[config.mk]
export PLATFORM = sky130hd
export DESIGN_NAME = afifo_rd_stream
export DESIGN_NICKNAME = d
export VERILOG_FILES = /design/src/rtl/afifo_rd_stream.sv
export SDC_FILE = /design/constraint.sdc
export NUM_CORES = 1
export LEC_CHECK = 0
export ABC_AREA = 0
export BUFFER_PORTS_ARGS = -buffer_cell sky130_fd_sc_hd__clkbuf_2
export CORE_AREA = 4 4 65 67
export CTS_CLUSTER_SIZE = 20
export DETAILED_ROUTE_END_ITERATION = 6
export DIE_AREA = 0 0 69 71
export HOLD_SLACK_MARGIN = 0.05
export PLACE_DENSITY = 0.73
export SLEW_MARGIN = 30
export SYNTH_ARGS = -nofsm -noshare
export SYNTH_HDL_FRONTEND = slang
export SYNTH_SLANG_ARGS = --single-unit
[constraint.sdc]
create_clock -name rclk -period 2.35 [get_ports rclk]
set_input_delay 0 -clock rclk [delete_from_list [all_inputs] [get_ports rclk]]
set_output_delay 0 -clock rclk [all_outputs]
set_load 0.1 [all_outputs]
[src/rtl/afifo_rd_stream.sv]
// Async-FIFO read side to valid/ready stream adapter.
// Prefetches into a small skid buffer so m_data/m_valid come from registers.
module afifo_rd_stream #(
  parameter int DSIZE      = 8,
  parameter int RD_LATENCY = 0,
  parameter int CNT_WIDTH  = 16
) (
  input  logic                 rclk,
  input  logic                 rrst_n,
  input  logic [DSIZE-1:0]     fifo_rdata,
  input  logic                 fifo_rempty,
  output logic                 fifo_rinc,
  input  logic                 flush,
  output logic [DSIZE-1:0]     m_data,
  output logic                 m_valid,
  input  logic                 m_ready,
  output logic [1:0]           occupancy,
  output logic [CNT_WIDTH-1:0] word_cnt
);

  localparam int BUF_DEPTH = 2 + RD_LATENCY;

  logic [DSIZE-1:0]     slot_q [BUF_DEPTH];
  logic [DSIZE-1:0]     slot_d [BUF_DEPTH];
  logic [1:0]           occ_q;
  logic [1:0]           occ_d;
  logic                 valid_q;
  logic [CNT_WIDTH-1:0] cnt_q;
  logic [1:0]           inflight;
  logic [1:0]           wr_idx;
  logic [2:0]           level;
  logic                 push;
  logic                 pop;

  // Each issued read is tracked so the buffer never overcommits.
  generate
    if (RD_LATENCY == 0) begin : g_lat0
      assign inflight = 2'd0;
      assign push     = fifo_rinc;
    end else begin : g_latn
      logic [RD_LATENCY-1:0] pipe_q;

      always_ff @(posedge rclk or negedge rrst_n) begin
        if (!rrst_n) begin
          pipe_q <= '0;
        end else if (flush) begin
          pipe_q <= '0;
        end else begin
          pipe_q <= (pipe_q << 1) | RD_LATENCY'(fifo_rinc);
        end
      end

      assign inflight = 2'($countones(pipe_q));
      assign push     = pipe_q[RD_LATENCY-1];
    end
  endgenerate

  assign level     = {1'b0, occ_q} + {1'b0, inflight};
  assign fifo_rinc = rrst_n && !fifo_rempty && !flush
                     && (level < 3'(BUF_DEPTH));
  assign pop       = valid_q && m_ready;
  assign wr_idx    = occ_q - 2'(pop);

  always_comb begin
    slot_d = slot_q;
    occ_d  = occ_q + 2'(push) - 2'(pop);
    if (pop) begin
      for (int i = 0; i < BUF_DEPTH - 1; i++) begin
        slot_d[i] = slot_q[i + 1];
      end
    end
    if (push) begin
      for (int i = 0; i < BUF_DEPTH; i++) begin
        if (2'(i) == wr_idx) slot_d[i] = fifo_rdata;
      end
    end
    // Flush drops buffered words and any word landing this edge.
    if (flush) occ_d = 2'd0;
  end

  always_ff @(posedge rclk or negedge rrst_n) begin
    if (!rrst_n) begin
      for (int i = 0; i < BUF_DEPTH; i++) slot_q[i] <= '0;
      occ_q   <= 2'd0;
      valid_q <= 1'b0;
      cnt_q   <= '0;
    end else begin
      slot_q  <= slot_d;
      occ_q   <= occ_d;
      valid_q <= (occ_d != 2'd0);
      if (pop) cnt_q <= cnt_q + 1'b1;
    end
  end

  a_no_overflow : assert property (
    @(posedge rclk) disable iff (!rrst_n)
    !(push && !flush && occ_q == 2'(BUF_DEPTH) && !pop)
  );

  assign m_data    = slot_q[0];
  assign m_valid   = valid_q;
  assign occupancy = occ_q;
  assign word_cnt  = cnt_q;

endmodule

==> results by group, run 1 <==
STA
  – Slew @ Worst Pin: 0.648 ns
  – RSZ-0062 raised after global routing: no
  – Final worst-path cycle share: 0.780
  – Final Skew: 0.00261 ns
  – Hold Slack: 0.0943 ns
  – Fmax: 0.546 GHz
  – Total negative slack: 0 ns
  – Final min period: between 1.5 and 2 ns
  – Final setup margin: 0.517 ns
  – Fin. max-slew vios: 0
  – Setup violations, final: 0
  – Relative slew slack: 0.568
  – Hold Vio Cnt, Final: 0

Detailed routing
  – Met3 WL: 224 µm
  – Drt pass-1 iters: 4
  – WL/cell: 14.7 µm
  – DR vias/cell: 5.38
  – M1 WL: 1720 µm
  – Routed Antenna Nets: 0
  – Routed WL: between 3000 and 4000 µm
  – Detailed Route Iter0 Violations: 77
  – Via count: 1398
  – Max Used Layer: met4
  – Drc violations: 0
  – DR WL met2: 1820 µm

Logic synthesis
  – Synth Instances: 165
  – Sequential area share after synthesis: 0.489
  – Area contributors post-synth: dfrtp_1, xnor2_1, buf_4
  – Leading register cell type out of synthesis: dfrtp_1
  – Netlist cell types: 27
  – Top-area cell type share of the netlist area: 0.489
  – Commonest cells in the netlist: dfrtp_1, nor2_1, xnor2_1, nand2_1
  – Cell Area, Synth: 0.00179 mm²
  – Async S/R FF share, synth: 1.00
  – Most frequent cell after synthesis: dfrtp_1
  – EDFF count, synth: 0
  – Synthesized net count: 180
  – Cell taking the most area after synthesis: dfrtp_1
  – #FFs+latches synth: 35
  – Synth warnings: 0
  – Avg Inst Size Synth: 10.9 µm²

Die
  – I/O pin total: 41
  – Die Y: between 70 and 80 µm
  – Initial core utilization: 0.493
  – Std-Cell Rows: 22
  – Die X: 69 µm
  – Die area: 0.00490 mm²
  – Core area: 0.00363 mm²

Place
  – Dpl hpwl: between 2000 and 3000 µm
  – Pre-CTS WS: 0.528 ns
  – GP Congestion: 0.786
  – Number of port buffers: 40
  – Placed Area: 0.00199 mm²

Run
  – Max-Cap Viols: 0

GRT
  – First-pass GRT wire length: 6570 µm
  – Initial antenna violation count: 0
  – GRT Total Usage: 0.169
  – Largest net degree at the start of global routing: 36
  – Total global routing overflow: 0
  – Vias in the first global route: 1394

Worst setup path
  – Crit Path Category: input pin to flip-flop
  – CP Capture Type: flip-flop
  – Worst Path Max Fanout: 4
  – Startpoint Class: input pin
  – WP data arrival: 2.00 ns
  – Crit path required time: between 2 and 3 ns

Clock network
  – Post-cts resize count: 0
  – Clock buffer depth: 2
  – Clock network latency to the later pin of the worst-skew pair: 0.28 ns
  – Clock sink count: 35
  – Htree depth: 2
  – Clock-pin slew on the worst setup and hold paths: 0.06 ns
  – CTS root buf: clkbuf_8
  – Num CTS Buffers: 5
  – CTS tree: done

Worst hold path
  – HP Class: input pin to flip-flop

Run status
  – Status: finished, final reports clean

Power and ir drop
  – PwrDens: 1310 mW/mm²
  – Worst VDD drop: 843 µV
  – Leak pwr: 1.07 nW

Finish
  – Synth-to-Final Area Change: 22.6%
  – Nets: approximately 230
  – Cell area after layout: roughly 0.0022 mm²
  – Layout cells sized above 1: 0.297
  – Utilization after layout: 0.604
  – Number of inserted diodes: 0
==> area by class of cell <==
cell class              instances  area [µm²]
fillers                       321        1440
flip-flops and latches         35         877
multi-input cells             112         792
repair buffers                 55         353
clock buffers                   8         100
well taps                      48        60.1
inverters                       2        12.5
==> critical path, stage by stage <==
cell and delay [ns]:
dlygate4sd3_1 0.54, clkbuf_2 0.13, or4b_1 0.62, inv_6 0.12
ha_1 0.16, xor2_1 0.19, xnor2_1 0.17, o21bai_1 0.09
==> where the power goes <==
| group | switching (W) | leakage (nW) | internal, W |
|---|---|---|---|
| sequential | 0.000174 | 0.454 | 0.000777 |
| combinational | 0.00111 | 0.565 | 0.000344 |
| clock | 0.000207 | 0.0515 | 0.000267 |
==> cell usage in the layout (no fill, tap or decap), types with 5 or more instances in the layout <==
cell type      instances
clkbuf_2              39
nand2_1               11
mux2_2                 6
nor2_1                14
or3_1                  8
xor2_1                 6
nor3_1                10
clkbuf_8               7
a22oi_1                8
buf_4                  5
dlygate4sd3_1         10
dfrtp_1               34
nand4_1                8
o21bai_1               9
xnor2_1               12
o221ai_1               8
==> flip-flops by register name, indices dropped and copies added (netlist names) <==
| name | cells |
|---|---|
| m_data | 8 |
| occupancy | 2 |
| word_cnt | 16 |
| slot_q | 8 |
| m_valid | 1 |
==> path summary, 6_finish.rpt <==
| check | from | end | slack (ns) | cells after the start |
|---|---|---|---|---|
| worst max-delay path | flush | m_valid$_DFF_PN0_ | 0.52 | 8 |
| worst min-delay path | m_ready | word_cnt[0]$_DFFE_PN0P_ | 0.09 | 3 |
| worst max register to register | occupancy[1]$_DFF_PN0_ | m_valid$_DFF_PN0_ | 0.53 | 6 |
| worst min register to register | word_cnt[14]$_DFFE_PN0P_ | word_cnt[14]$_DFFE_PN0P_ | 0.49 | 1 |
| max in group asynchronous | rrst_n | occupancy[1]$_DFF_PN0_ | 1.67 | 3 |
| min in group asynchronous | rrst_n | word_cnt[14]$_DFFE_PN0P_ | 0.34 | 3 |
==> cells by family (layout without fill, tap and decap cells) <==
family / after synthesis / count (layout) / synth area share
AOI/OAI and AO/OA: 25 / 25 / 0.110
xor gates and xnor gates: 18 / 18 / 0.0880
adders and majority gates: 2 / 2 / 0.0140
buffers and inverters: 18 / 65 / 0.0685
DFF: 35 / 35 / 0.489
muxes: 8 / 8 / 0.0545
and+or+nand+nor: 59 / 59 / 0.175
==> metal layers <==
layer	track usage	vias to the layer above
met4	0.0716	0
li1	-	682
met5	0	-
met2	0.266	36
met3	0.0568	6
met1	0.212	674
==> repair_timing <==
item	4_1_cts	5_1_grt
endpoints found under the hold margin	46	0
setup buffers	0	0
hold buffers	10	0
==> metrics by stage <==
| step | power [W] | cells |
|---|---|---|
| finish | 0.00288 | 260 |
| global route | 0.00302 | 260 |
| CTS | 0.00290 | 260 |
| detailed placement | 0.00241 | 242 |
| global placement | 0.00236 | 242 |
| floorplan | 0.00225 | 165 |
No activity file was read; power rests on OpenSTA's default activity.
==> run 2, diff against run 1 <==
--- a/config.mk
+++ b/config.mk
@@ -5,12 +5,12 @@
 export SDC_FILE = /design/constraint.sdc
 export NUM_CORES = 1
 export LEC_CHECK = 0
-export ABC_AREA = 0
+export ABC_AREA = 1
 export BUFFER_PORTS_ARGS = -buffer_cell sky130_fd_sc_hd__clkbuf_2
-export CORE_AREA = 4 4 65 67
+export CORE_AREA = 4 4 67 69
 export CTS_CLUSTER_SIZE = 20
 export DETAILED_ROUTE_END_ITERATION = 6
-export DIE_AREA = 0 0 69 71
+export DIE_AREA = 0 0 71 73
 export HOLD_SLACK_MARGIN = 0.05
 export PLACE_DENSITY = 0.73
 export SLEW_MARGIN = 30
==> constraint.sdc (replaced) <==
create_clock -name rclk -period 1.6 [get_ports rclk]
set_input_delay 0 -clock rclk [delete_from_list [all_inputs] [get_ports rclk]]
set_output_delay 0 -clock rclk [all_outputs]
set_load 0.1 [all_outputs]
==> results by group, run 2 <==
Run status
  – Status: finished, final reports clean

Detailed routing
  – Routed WL: 3690 µm (-3.5%)
  – Routed Antenna Nets: 0 (unchanged)
  – Detailed Route Iter0 Violations: 32 (-58%)
  – Drt pass-1 iters: 4 (unchanged)
  – Drc violations: 0 (unchanged)
  – WL/cell: 11.6 µm (-21%)
  – DR vias/cell: 4.64 (-14%)
  – Via count: 1471 (+5.2%)

Worst setup path
  – Startpoint Class: flip-flop
  – Crit path required time: 1.77 ns (-0.75 ns)
  – Worst Path Max Fanout: 16 (+12)
  – Critical path's top delay family: simple AND/OR/NAND/NOR gates
  – Delay of the slowest critical-path stage: 0.51 ns (-0.11 ns)
  – Crit Path Category: flip-flop to flip-flop
  – CP Capture Type: flip-flop
  – WP data arrival: 1.69 ns (-0.31 ns)
  – CP Cell Sequence: nor3_4 > buf_4 > nand2_2 > nand2_1 > o21ai_2
  – Number of stages on the worst setup path: 5 (-3)
  – Slowest CP cell: dfrtp_4
  – Depth of the worst register-to-register path: 5 (-1)
  – Buf+Inv Stages, Crit Path: 1 (-2)

Die
  – Core area: 0.00391 mm² (+7.7%)
  – Die Y: 73 µm (+2.8%)
  – Std-Cell Rows: 23 (+4.5%)
  – I/O pin total: 41 (unchanged)
  – Initial core utilization: 0.467 (-0.0260)
  – Die area: 0.00518 mm² (+5.8%)
  – Die X: 71 µm (+2.9%)

Finish
  – Largest register FFs: 16 (unchanged)
  – Number of inserted diodes: 0 (unchanged)
  – # fillers: 391 (+22%)
  – Nets: 281 (+24%)
  – Most frequent cells in the layout: nand2_1, clkbuf_2, dfrtp_1
  – Layout cells sized above 1: 0.352 (+0.0549)
  – Most common cell after layout, fill and taps aside: nand2_1
  – Cell area after layout: 0.00230 mm² (+4.8%)
  – Utilization after layout: 0.588 (-0.0161)
  – Synth-to-Final Area Change: 26.0%

Logic synthesis
  – Sequential area share after synthesis: 0.479 (-0.00972)
  – Commonest cells in the netlist: nand2_1, dfrtp_1, inv_1, o21ai_2, nor2_1
  – Avg Inst Size Synth: 8.62 µm² (-21%)
  – Netlist cell types: 21 (-22%)
  – EDFF count, synth: 0 (unchanged)
  – Area contributors post-synth: dfrtp_1, nand2_1, o21ai_2
  – Synth warnings: 0 (unchanged)
  – Top-area cell type share of the netlist area: 0.479 (-0.00972)
  – Most frequent cell after synthesis: nand2_1
  – Cell Area, Synth: 0.00183 mm² (+2.0%)
  – #FFs+latches synth: 35 (unchanged)
  – Synthesized net count: 227 (+26%)
  – Synth Instances: 212 (+28%)
  – Leading register cell type out of synthesis: dfrtp_1
  – Cell taking the most area after synthesis: dfrtp_1
  – Async S/R FF share, synth: 1.00 (unchanged)

Clock network
  – Num CTS Buffers: 5 (unchanged)
  – Clock buffer depth: 2 (unchanged)
  – Clock sink count: 35 (unchanged)
  – Clock-pin slew on the worst setup and hold paths: 0.07 ns (about the same)
  – CTS tree: done
  – CTS root buf: clkbuf_8
  – Clock network latency to the later pin of the worst-skew pair: 0.29 ns (about the same)
  – Htree depth: 2 (unchanged)

GRT
  – Total global routing overflow: 0 (unchanged)
  – First-pass GRT wire length: 6310 µm (-4.0%)
  – Largest net degree at the start of global routing: 36 (unchanged)
  – Vias in the first global route: 1466 (+5.2%)
  – Initial antenna violation count: 0 (unchanged)
  – GRT Total Usage: 0.157 (-0.0122)

STA
  – Setup violations, final: 0 (unchanged)
  – Final min period: around 1.5 ns
  – Slew @ Worst Pin: 0.551 ns (-0.0970 ns)
  – Hold Slack: 0.0798 ns (-0.0145 ns)
  – Hold Vio Cnt, Final: 0 (unchanged)
  – Final Skew: 0.00572 ns (+0.00311 ns)
  – Final worst-path cycle share: 0.950
  – Fin. max-slew vios: 0 (unchanged)
  – Relative slew slack: 0.634 (+0.0663)
  – Fmax: 0.658 GHz

Place
  – GP Congestion: 0.738 (-6.2%)
  – Number of port buffers: 40 (unchanged)
  – Dpl hpwl: 2620 µm (-1.6%)
  – Placed Area: 0.00209 mm² (+4.6%)

Run
  – Max-Cap Viols: 0 (unchanged)

Worst hold path
  – Min-Delay Path Depth: 3 (unchanged)
  – HP Class: input pin to flip-flop

Power and ir drop
  – Worst VDD drop: 1050 µV (+25%)
  – Leak pwr: 1.20 nW (+12%)
  – PwrDens: 1850 mW/mm² (+41%)
-- run 2: path summary, 6_finish.rpt --
path,from,end,slack [ns]
worst max-delay path,occupancy[1]$_DFF_PN0_,slot_q[5]$_DFFE_PN0P_,0.08
worst min register to register,slot_q[7]$_DFFE_PN0P_,slot_q[7]$_DFFE_PN0P_,0.49
worst min-delay path,m_ready,word_cnt[2]$_DFFE_PN0P_,0.08
min in group asynchronous,rrst_n,word_cnt[7]$_DFFE_PN0P_,0.33
max in group asynchronous,rrst_n,occupancy[1]$_DFF_PN0_,0.92
worst max register to register,occupancy[1]$_DFF_PN0_,slot_q[5]$_DFFE_PN0P_,0.08
-- run 2: layout make-up --
cell class / count / area [µm²] / share of cell area
sequential: 35 / 888 / 0.386
timing repair buffer: 58 / 375 / 0.163
clock buffer: 7 / 86.3 / 0.0375
tap: 50 / 62.6 / 0.0272
inverter: 24 / 95.1 / 0.0413
clock inverter: 1 / 5.00 / 0.00218
multi-input combinational: 142 / 788 / 0.343
-- run 2: metal layers --
metal	wire length (µm)	share of wire	vias to the layer above	GRT usage
met2	1830	0.50	31	0.270
li1	-	-	753	-
met3	163	0.044	8	0.0455
met1	1620	0.44	679	0.184
met5	0	0	-	0
met4	70	0.019	0	0.0626
-- run 2: cell families after synthesis --
kind of cell / count (synthesis) / share of synthesized area
simple gates: 106 / 0.256
buf+inv: 35 / 0.100
flops: 35 / 0.479
compound gates: 22 / 0.0931
xor+xnor: 12 / 0.0575
fa+ha+maj: 2 / 0.0137
-- run 2: power breakdown --
part / total, W / switching, W / internal, W
sequential: 0.00137 / 0.000207 / 0.00116
clock: 0.000663 / 0.000316 / 0.000347
combinational: 0.00223 / 0.00175 / 0.000482
-- run 2: per-stage QoR --
| step | total power, W | setup slack [ns] | instances | TNS (ns) |
|---|---|---|---|---|
| 3_3_place_gp | 0.00356 | 0.0770 | 296 | 0 |
| 6_report | 0.00427 | 0.0798 | 317 | 0 |
| 2_1_floorplan | 0.00335 | -0.770 | 212 | -13.36 |
| 3_5_place_dp | 0.00359 | 0.0594 | 296 | 0 |
| 4_1_cts | 0.00429 | 0.0383 | 314 | 0 |
| 5_1_grt | 0.00453 | -0.00338 | 317 | -0.00338 |
-- run 2: repair_timing --
item / CTS / global route
setup endpoints to repair: 0 / 3
gates resized for setup: 0 / 1
endpoints found under the hold margin: 54 / 0
hold buffers: 10 / 0
setup buffers: 0 / 3
-- run 2: worst reg2reg max path, delay by kind of cell, from the launching register on --
| kind | cells | cell delay, ns |
|---|---|---|
| simple gates | 3 | 0.66 |
| compound gates | 1 | 0.06 |
| flops | 1 | 0.51 |
| buf+inv | 1 | 0.18 |
